## src/rtl/dmem_arb_pkg.sv

```systemverilog
// Shared types and defaults for the data-memory port arbiter.
// The optional statistics block is enabled with DMEM_ARB_STATS_EN.
package dmem_arb_pkg;

  localparam int DEF_AW = 8;
  localparam int DEF_DW = 32;

  typedef enum logic [0:0] {
    ARB_NORMAL = 1'b0,
    ARB_BURST  = 1'b1
  } arb_state_e;

  typedef enum logic [1:0] {
    OWN_NONE = 2'd0,
    OWN_C    = 2'd1,
    OWN_L    = 2'd2
  } owner_e;

  // True when the word address fits in the aw-bit memory address space.
  function automatic logic addr_in_range(input logic [31:0] addr, input int aw);
    return (addr >> aw) == 32'd0;
  endfunction

endpackage

```

## src/rtl/dmem_arb_rdtrack.sv

```systemverilog
// Registers owner, read-valid and address-error flags for the one-cycle
// read return of the synchronous-read data memory.
module dmem_arb_rdtrack
  import dmem_arb_pkg::*;
(
  input  logic   clk,
  input  logic   rst,
  input  logic   rd_issue,
  input  owner_e rd_owner,
  input  logic   err_issue,
  output logic   c_rvalid,
  output logic   l_rvalid,
  output logic   addr_err
);

  owner_e owner_q;
  owner_e owner_d;
  logic   rvalid_q;
  logic   rvalid_d;
  logic   err_q;
  logic   err_d;

  always_comb begin
    rvalid_d = rd_issue;
    owner_d  = rd_issue ? rd_owner : OWN_NONE;
    err_d    = err_issue;
  end

  always_ff @(posedge clk or posedge rst) begin
    if (rst) begin
      owner_q  <= OWN_NONE;
      rvalid_q <= 1'b0;
      err_q    <= 1'b0;
    end else begin
      owner_q  <= owner_d;
      rvalid_q <= rvalid_d;
      err_q    <= err_d;
    end
  end

  assign c_rvalid = rvalid_q && (owner_q == OWN_C);
  assign l_rvalid = rvalid_q && (owner_q == OWN_L);
  assign addr_err = err_q;

endmodule

```

## src/rtl/dmem_port_arbiter.sv

```systemverilog
// Arbitrates the single-port data memory between the MEM stage (C) and a
// loader/debug port (L). Optional counters: define DMEM_ARB_STATS_EN.
module dmem_port_arbiter
  import dmem_arb_pkg::*;
#(
  parameter int AW           = DEF_AW,
  parameter int DW           = DEF_DW,
  parameter int STARVE_LIMIT = 4,
  parameter int MAX_BURST    = 8
) (
  input  logic          clk,
  input  logic          rst,
  input  logic          c_req,
  input  logic          c_we,
  input  logic [31:0]   c_addr,
  input  logic [DW-1:0] c_wdata,
  output logic          c_stall,
  output logic          c_rvalid,
  input  logic          l_req,
  input  logic          l_we,
  input  logic          l_lock,
  input  logic [31:0]   l_addr,
  input  logic [DW-1:0] l_wdata,
  output logic          l_gnt,
  output logic          l_rvalid,
  output logic [DW-1:0] rdata,
  output logic          addr_err,
  output logic [AW-1:0] m_addr,
  output logic [DW-1:0] m_wdata,
  output logic          m_we,
  output logic          m_re,
  input  logic [DW-1:0] m_rdata,
`ifdef DMEM_ARB_STATS_EN
  input  logic          stat_clr,
  output logic [31:0]   stat_c_stall_cycles,
  output logic [31:0]   stat_l_grants,
`endif
  output arb_state_e    dbg_state,
  output logic [7:0]    dbg_starve_cnt
);

  // Handshake: a requester holds req (and its address/data) until it is
  // accepted; C is accepted in any cycle with c_req && !c_stall, L in any
  // cycle with l_gnt. Read data returns exactly one cycle after acceptance.

  localparam int SW = $clog2(STARVE_LIMIT + 1);
  localparam int BW = $clog2(MAX_BURST + 1);

  arb_state_e    state_q;
  arb_state_e    state_d;
  logic [SW-1:0] starve_cnt_q;
  logic [SW-1:0] starve_cnt_d;
  logic [BW-1:0] burst_cnt_q;
  logic [BW-1:0] burst_cnt_d;
  logic [AW-1:0] m_addr_q;
  logic [AW-1:0] m_addr_d;
  logic [DW-1:0] m_wdata_q;
  logic [DW-1:0] m_wdata_d;

  owner_e        winner;
  logic          starve_sat;
  logic          burst_hold;
  logic          l_blocked;
  logic [31:0]   win_addr;
  logic [DW-1:0] win_wdata;
  logic          win_we;
  logic          addr_ok;
  logic          issue;

  always_comb begin
    starve_sat = (starve_cnt_q == SW'(STARVE_LIMIT));
    burst_hold = (state_q == ARB_BURST) && l_req && l_lock &&
                 (burst_cnt_q < BW'(MAX_BURST));
    // The cycle after a full-length burst is reserved for the CPU.
    l_blocked  = (state_q == ARB_BURST) && (burst_cnt_q == BW'(MAX_BURST));

    winner = OWN_NONE;
    if (burst_hold) begin
      winner = OWN_L;
    end else if (l_req && !l_blocked && (!c_req || starve_sat)) begin
      winner = OWN_L;
    end else if (c_req) begin
      winner = OWN_C;
    end
  end

  always_comb begin
    state_d     = ARB_NORMAL;
    burst_cnt_d = '0;
    if ((winner == OWN_L) && l_lock) begin
      state_d     = ARB_BURST;
      burst_cnt_d = burst_hold ? (burst_cnt_q + BW'(1)) : BW'(1);
    end

    starve_cnt_d = starve_cnt_q;
    if (!l_req || (winner == OWN_L)) begin
      starve_cnt_d = '0;
    end else if (!starve_sat) begin
      starve_cnt_d = starve_cnt_q + SW'(1);
    end
  end

  always_comb begin
    win_addr  = (winner == OWN_L) ? l_addr  : c_addr;
    win_wdata = (winner == OWN_L) ? l_wdata : c_wdata;
    win_we    = (winner == OWN_L) ? l_we    : c_we;
    addr_ok   = addr_in_range(win_addr, AW);
    issue     = (winner != OWN_NONE) && addr_ok;

    m_addr_d  = issue ? win_addr[AW-1:0] : m_addr_q;
    m_wdata_d = issue ? win_wdata        : m_wdata_q;
  end

  always_ff @(posedge clk or posedge rst) begin
    if (rst) begin
      state_q      <= ARB_NORMAL;
      starve_cnt_q <= '0;
      burst_cnt_q  <= '0;
      m_addr_q     <= '0;
      m_wdata_q    <= '0;
    end else begin
      state_q      <= state_d;
      starve_cnt_q <= starve_cnt_d;
      burst_cnt_q  <= burst_cnt_d;
      m_addr_q     <= m_addr_d;
      m_wdata_q    <= m_wdata_d;
    end
  end

  assign c_stall = c_req && (winner != OWN_C);
  assign l_gnt   = (winner == OWN_L);
  assign m_we    = issue && win_we;
  assign m_re    = issue && !win_we;
  assign m_addr  = m_addr_d;
  assign m_wdata = m_wdata_d;
  assign rdata   = m_rdata;

  assign dbg_state      = state_q;
  assign dbg_starve_cnt = 8'(starve_cnt_q);

  dmem_arb_rdtrack u_rdtrack (
    .clk       (clk),
    .rst       (rst),
    .rd_issue  (m_re),
    .rd_owner  (winner),
    .err_issue ((winner != OWN_NONE) && !addr_ok),
    .c_rvalid  (c_rvalid),
    .l_rvalid  (l_rvalid),
    .addr_err  (addr_err)
  );

`ifdef DMEM_ARB_STATS_EN
  logic [31:0] stat_c_q;
  logic [31:0] stat_c_d;
  logic [31:0] stat_l_q;
  logic [31:0] stat_l_d;

  always_comb begin
    stat_c_d = stat_c_q + {31'd0, c_stall};
    stat_l_d = stat_l_q + {31'd0, l_gnt};
    if (stat_clr) begin
      stat_c_d = '0;
      stat_l_d = '0;
    end
  end

  always_ff @(posedge clk or posedge rst) begin
    if (rst) begin
      stat_c_q <= '0;
      stat_l_q <= '0;
    end else begin
      stat_c_q <= stat_c_d;
      stat_l_q <= stat_l_d;
    end
  end

  assign stat_c_stall_cycles = stat_c_q;
  assign stat_l_grants       = stat_l_q;
`endif

endmodule

```

## config.mk

```make
export PLATFORM = sky130hd
export DESIGN_NAME = dmem_port_arbiter
export DESIGN_NICKNAME = d
export VERILOG_FILES = /design/src/rtl/dmem_arb_pkg.sv /design/src/rtl/dmem_arb_rdtrack.sv /design/src/rtl/dmem_port_arbiter.sv
export SDC_FILE = /design/constraint.sdc
export NUM_CORES = 1
export LEC_CHECK = 0
export CAP_MARGIN = 20
export CORE_AREA = 2 2 99 101
export DETAILED_ROUTE_END_ITERATION = 10
export DIE_AREA = 0 0 101 103
export PLACE_DENSITY = 0.85
export REMOVE_ABC_BUFFERS = 1
export SLEW_MARGIN = 20
export SYNTH_ARGS = -nofsm -noshare
export SYNTH_HDL_FRONTEND = slang
export SYNTH_SLANG_ARGS = --single-unit
```

## constraint.sdc

```tcl
create_clock -name clk -period 3.8 [get_ports clk]
set_input_delay 0.76 -clock clk [delete_from_list [all_inputs] [get_ports clk]]
set_output_delay 0.76 -clock clk [all_outputs]
set_load 0.1 [all_outputs]
```

==> impl_metrics.ini <==
[timing]
skew_ps = 12.7
fin_crit_ps = 3680
worst_slew_pin_slew_ps = 1000
relSlewSlack_pct = 32.9
min_period_over_period_pct = 97.0
tns_ps = 0
setup_viol = 0
clock.fmax_ghz = 0.271
drv_slew = 0
finalHoldViolCount = 0
rsz0062_at_grt = false

[layout]
drive_gt1_share_pct = 37.1
finalNetCount = 569
syn_to_final_growth_pct = 74.3
fin_cells = 513
diodes = 0

[hold_path]
min_from = m_wdata_q[17]$_DFF_PP0_
min_path_cells = 1
min_to = m_wdata_q[17]$_DFF_PP0_
hold_path_class = reg -> reg

[setup_path]
slowest_stage = clkdlybuf4s50_1
critPathMaxFanout = 13
rr_startpoint = starve_cnt_q[0]$_DFFE_PP0P_
rr_worst_depth = 9
max_stage_delay_ps = 470
r2r_slack_ps = 1440
critPathLaunchType = input port
critPathKind = in -> out
path_common_cell = buf_4
cp_cell_sequence = clkdlybuf4s50_1 > a21bo_2 > a31oi_4 > nor3_1 > buf_4 > nor2_4 > buf_4 > mux2_4 > buf_12
rr_endpoint = m_wdata_q[23]$_DFF_PP0_
end_kind = primary output
critical_path_required_ps = 3040
arrival_ps = 2920

[synthesis]
synthDistinctLibCells = 32
synth.top_cells.by_area = dfrtp_1, mux2_4, mux2_2, buf_4, nor4_1
avgSynthCellArea_sq_um = 13.0
yosys.area.top_type_share_pct = 41.8
synth_area_sq_um = 3110
yosysWarningCount = 0
ys_seq_area_share_pct = 41.8
synth-edff-count = 0
ys_ff_latch = 52
synthCells = 239
synth_most_common_cell = dfrtp_1
async_reset_ff_share_pct = 100
synth-main-ff-cell = dfrtp_1
synthTopCellsByCount = dfrtp_1, buf_4, mux2_2, mux2_4, nor4_1
yosys.area.top_type = dfrtp_1

[run_status]
status = complete, no violations

[cts]
h-tree-depth = 2
cts_root_buf = clkbuf_8
numCtsBuffers = 5
cts.sinks = 52
cts_tree = done
cts_setup_buffers = 0
clk_pin_slew_ps = 90
clk_path_buf_depth = 2
worstSkewPairLatency_ps = 300
ctsResizeCount = 0
cts_hold_buf = 0

[route]
routed_via_density = 4.76
drt_iter0_markers = 42
wl_per_cell_microns = 18.7
dr_total_vias = 2444
antenna_left = 0
route.detailed.drc = 0
firstDrtPassIters = 4
totalWireLength_microns = 9620

[run]
cap_violations = 0

[floorplan]
rows = 36
ios = 255
dieArea_sq_um = 10400
die_w_microns = 101
die_y_microns = 103
core_area_sq_um = 9460
start_util_pct = 32.9

[place]
numPortBuffers = 185
dp.cells = 505
gp_congestion = 0.770
dpl.hpwl_microns = 7950

[global_route]
grt_first_pass_wirelength_microns = 14000
antenna_found_initial = 0
grt-ovfl-total = 0
grt_pass1_vias = 2657
grt.total_usage_pct = 17.8
grt_max_degree = 30

[power]
ir_drop_uv = 145
power.density_nw_per_um2 = 230
p_leak_uw = 0.00243
worst max-delay path: cells and delay by family:
kind	cells	cell delay [ps]
and+or+nand+nor	2	220
buffers and inverters	4	1080
AOI/OAI and AO/OA	2	490
muxes	1	350
metrics by stage:
stage | total power (uW) | cell area, sq um | worst slack (ps) | utilization, % | hold slack [ps]
after floorplan | 705 | 2780 | -1250 | - | 473
after global placement | 875 | 5300 | 161 | 56.0 | 499
after detailed placement | 884 | 5320 | 100 | 56.2 | 501
after CTS | 1270 | 5430 | 95.2 | 57.4 | 526
after global routing | 1310 | 5430 | 5.19 | 57.4 | 536
final | 1250 | 5430 | 115 | 57.4 | 523
cell usage in the layout, fill, tap and decap left out, types with 2 or more instances in the layout:
cell type,n
buf_12,47
nand4_1,2
and2_1,4
nand2_1,7
nor4_1,14
clkdlybuf4s50_1,141
a21oi_1,2
nor3_1,2
ha_1,4
mux2_2,40
buf_4,5
inv_1,4
clkbuf_8,5
mux2_4,40
nand3_1,2
dfrtp_1,52
nor2_1,4
conb_1,5
flip-flops by register name, indices dropped and copies added, names as in the netlist:
register            count
starve_cnt_q            3
u_rdtrack.addr_err      1
u_rdtrack.rvalid_q      1
burst_cnt_q             4
u_rdtrack.owner_q       2
m_addr_q                8
m_wdata_q              32
dbg_state               1
per-layer routing:
layer / vias up / GRT usage [%] / part of all wire [%]
met2: 156 / 28.9 / 47
met3: 12 / 9.83 / 13
met1: 1156 / 20.3 / 37
met5: - / 5.77 / 0.61
li1: 1118 / - / -
met4: 2 / 3.95 / 1.3
cells by family after synthesis:
family | count (synthesis) | synth area share [%]
multiplexers | 80 | 33.7
other | 1 | 0.120
flip-flops | 52 | 41.8
AND/OR/NAND/NOR | 42 | 8.12
buffers and inverters | 51 | 12.1
AO/OA/AOI/OAI | 7 | 2.01
adder cells (fa/ha/maj) | 4 | 1.61
XOR/XNOR | 2 | 0.563
report_power, final:
| group | switching [uW] | internal, uW | leakage, uW |
|---|---|---|---|
| registers | 4.14 | 557 | 0.000721 |
| logic | 128 | 182 | 0.00166 |
| clock network | 185 | 195 | 0.0000541 |
how the worst max path moves through the flow:
| stage | start | to | slack, ps | depth (start not counted) |
|---|---|---|---|---|
| floorplan | starve_cnt_q[0]$_DFFE_PP0P_ | m_addr[0] | -1250 | 8 |
| global placement | c_req | m_wdata[23] | 160 | 9 |
| detailed placement | c_req | m_addr[0] | 100 | 9 |
| CTS | c_req | m_wdata[23] | 100 | 9 |
| global route | c_req | m_wdata[23] | 5 | 9 |
| finish | c_req | m_wdata[23] | 120 | 9 |
cell type report:
class	instances	area, sq um
Timing Repair Buffer	193	2390
Sequential cell	52	1300
Clock inverter	3	42.5
Clock buffer	5	68.8
Fill cell	762	4030
Multi-Input combinational cell	140	1460
Tap cell	114	143
Inverter	6	25.0
Note: power is estimated with default switching activity, not from simulation.
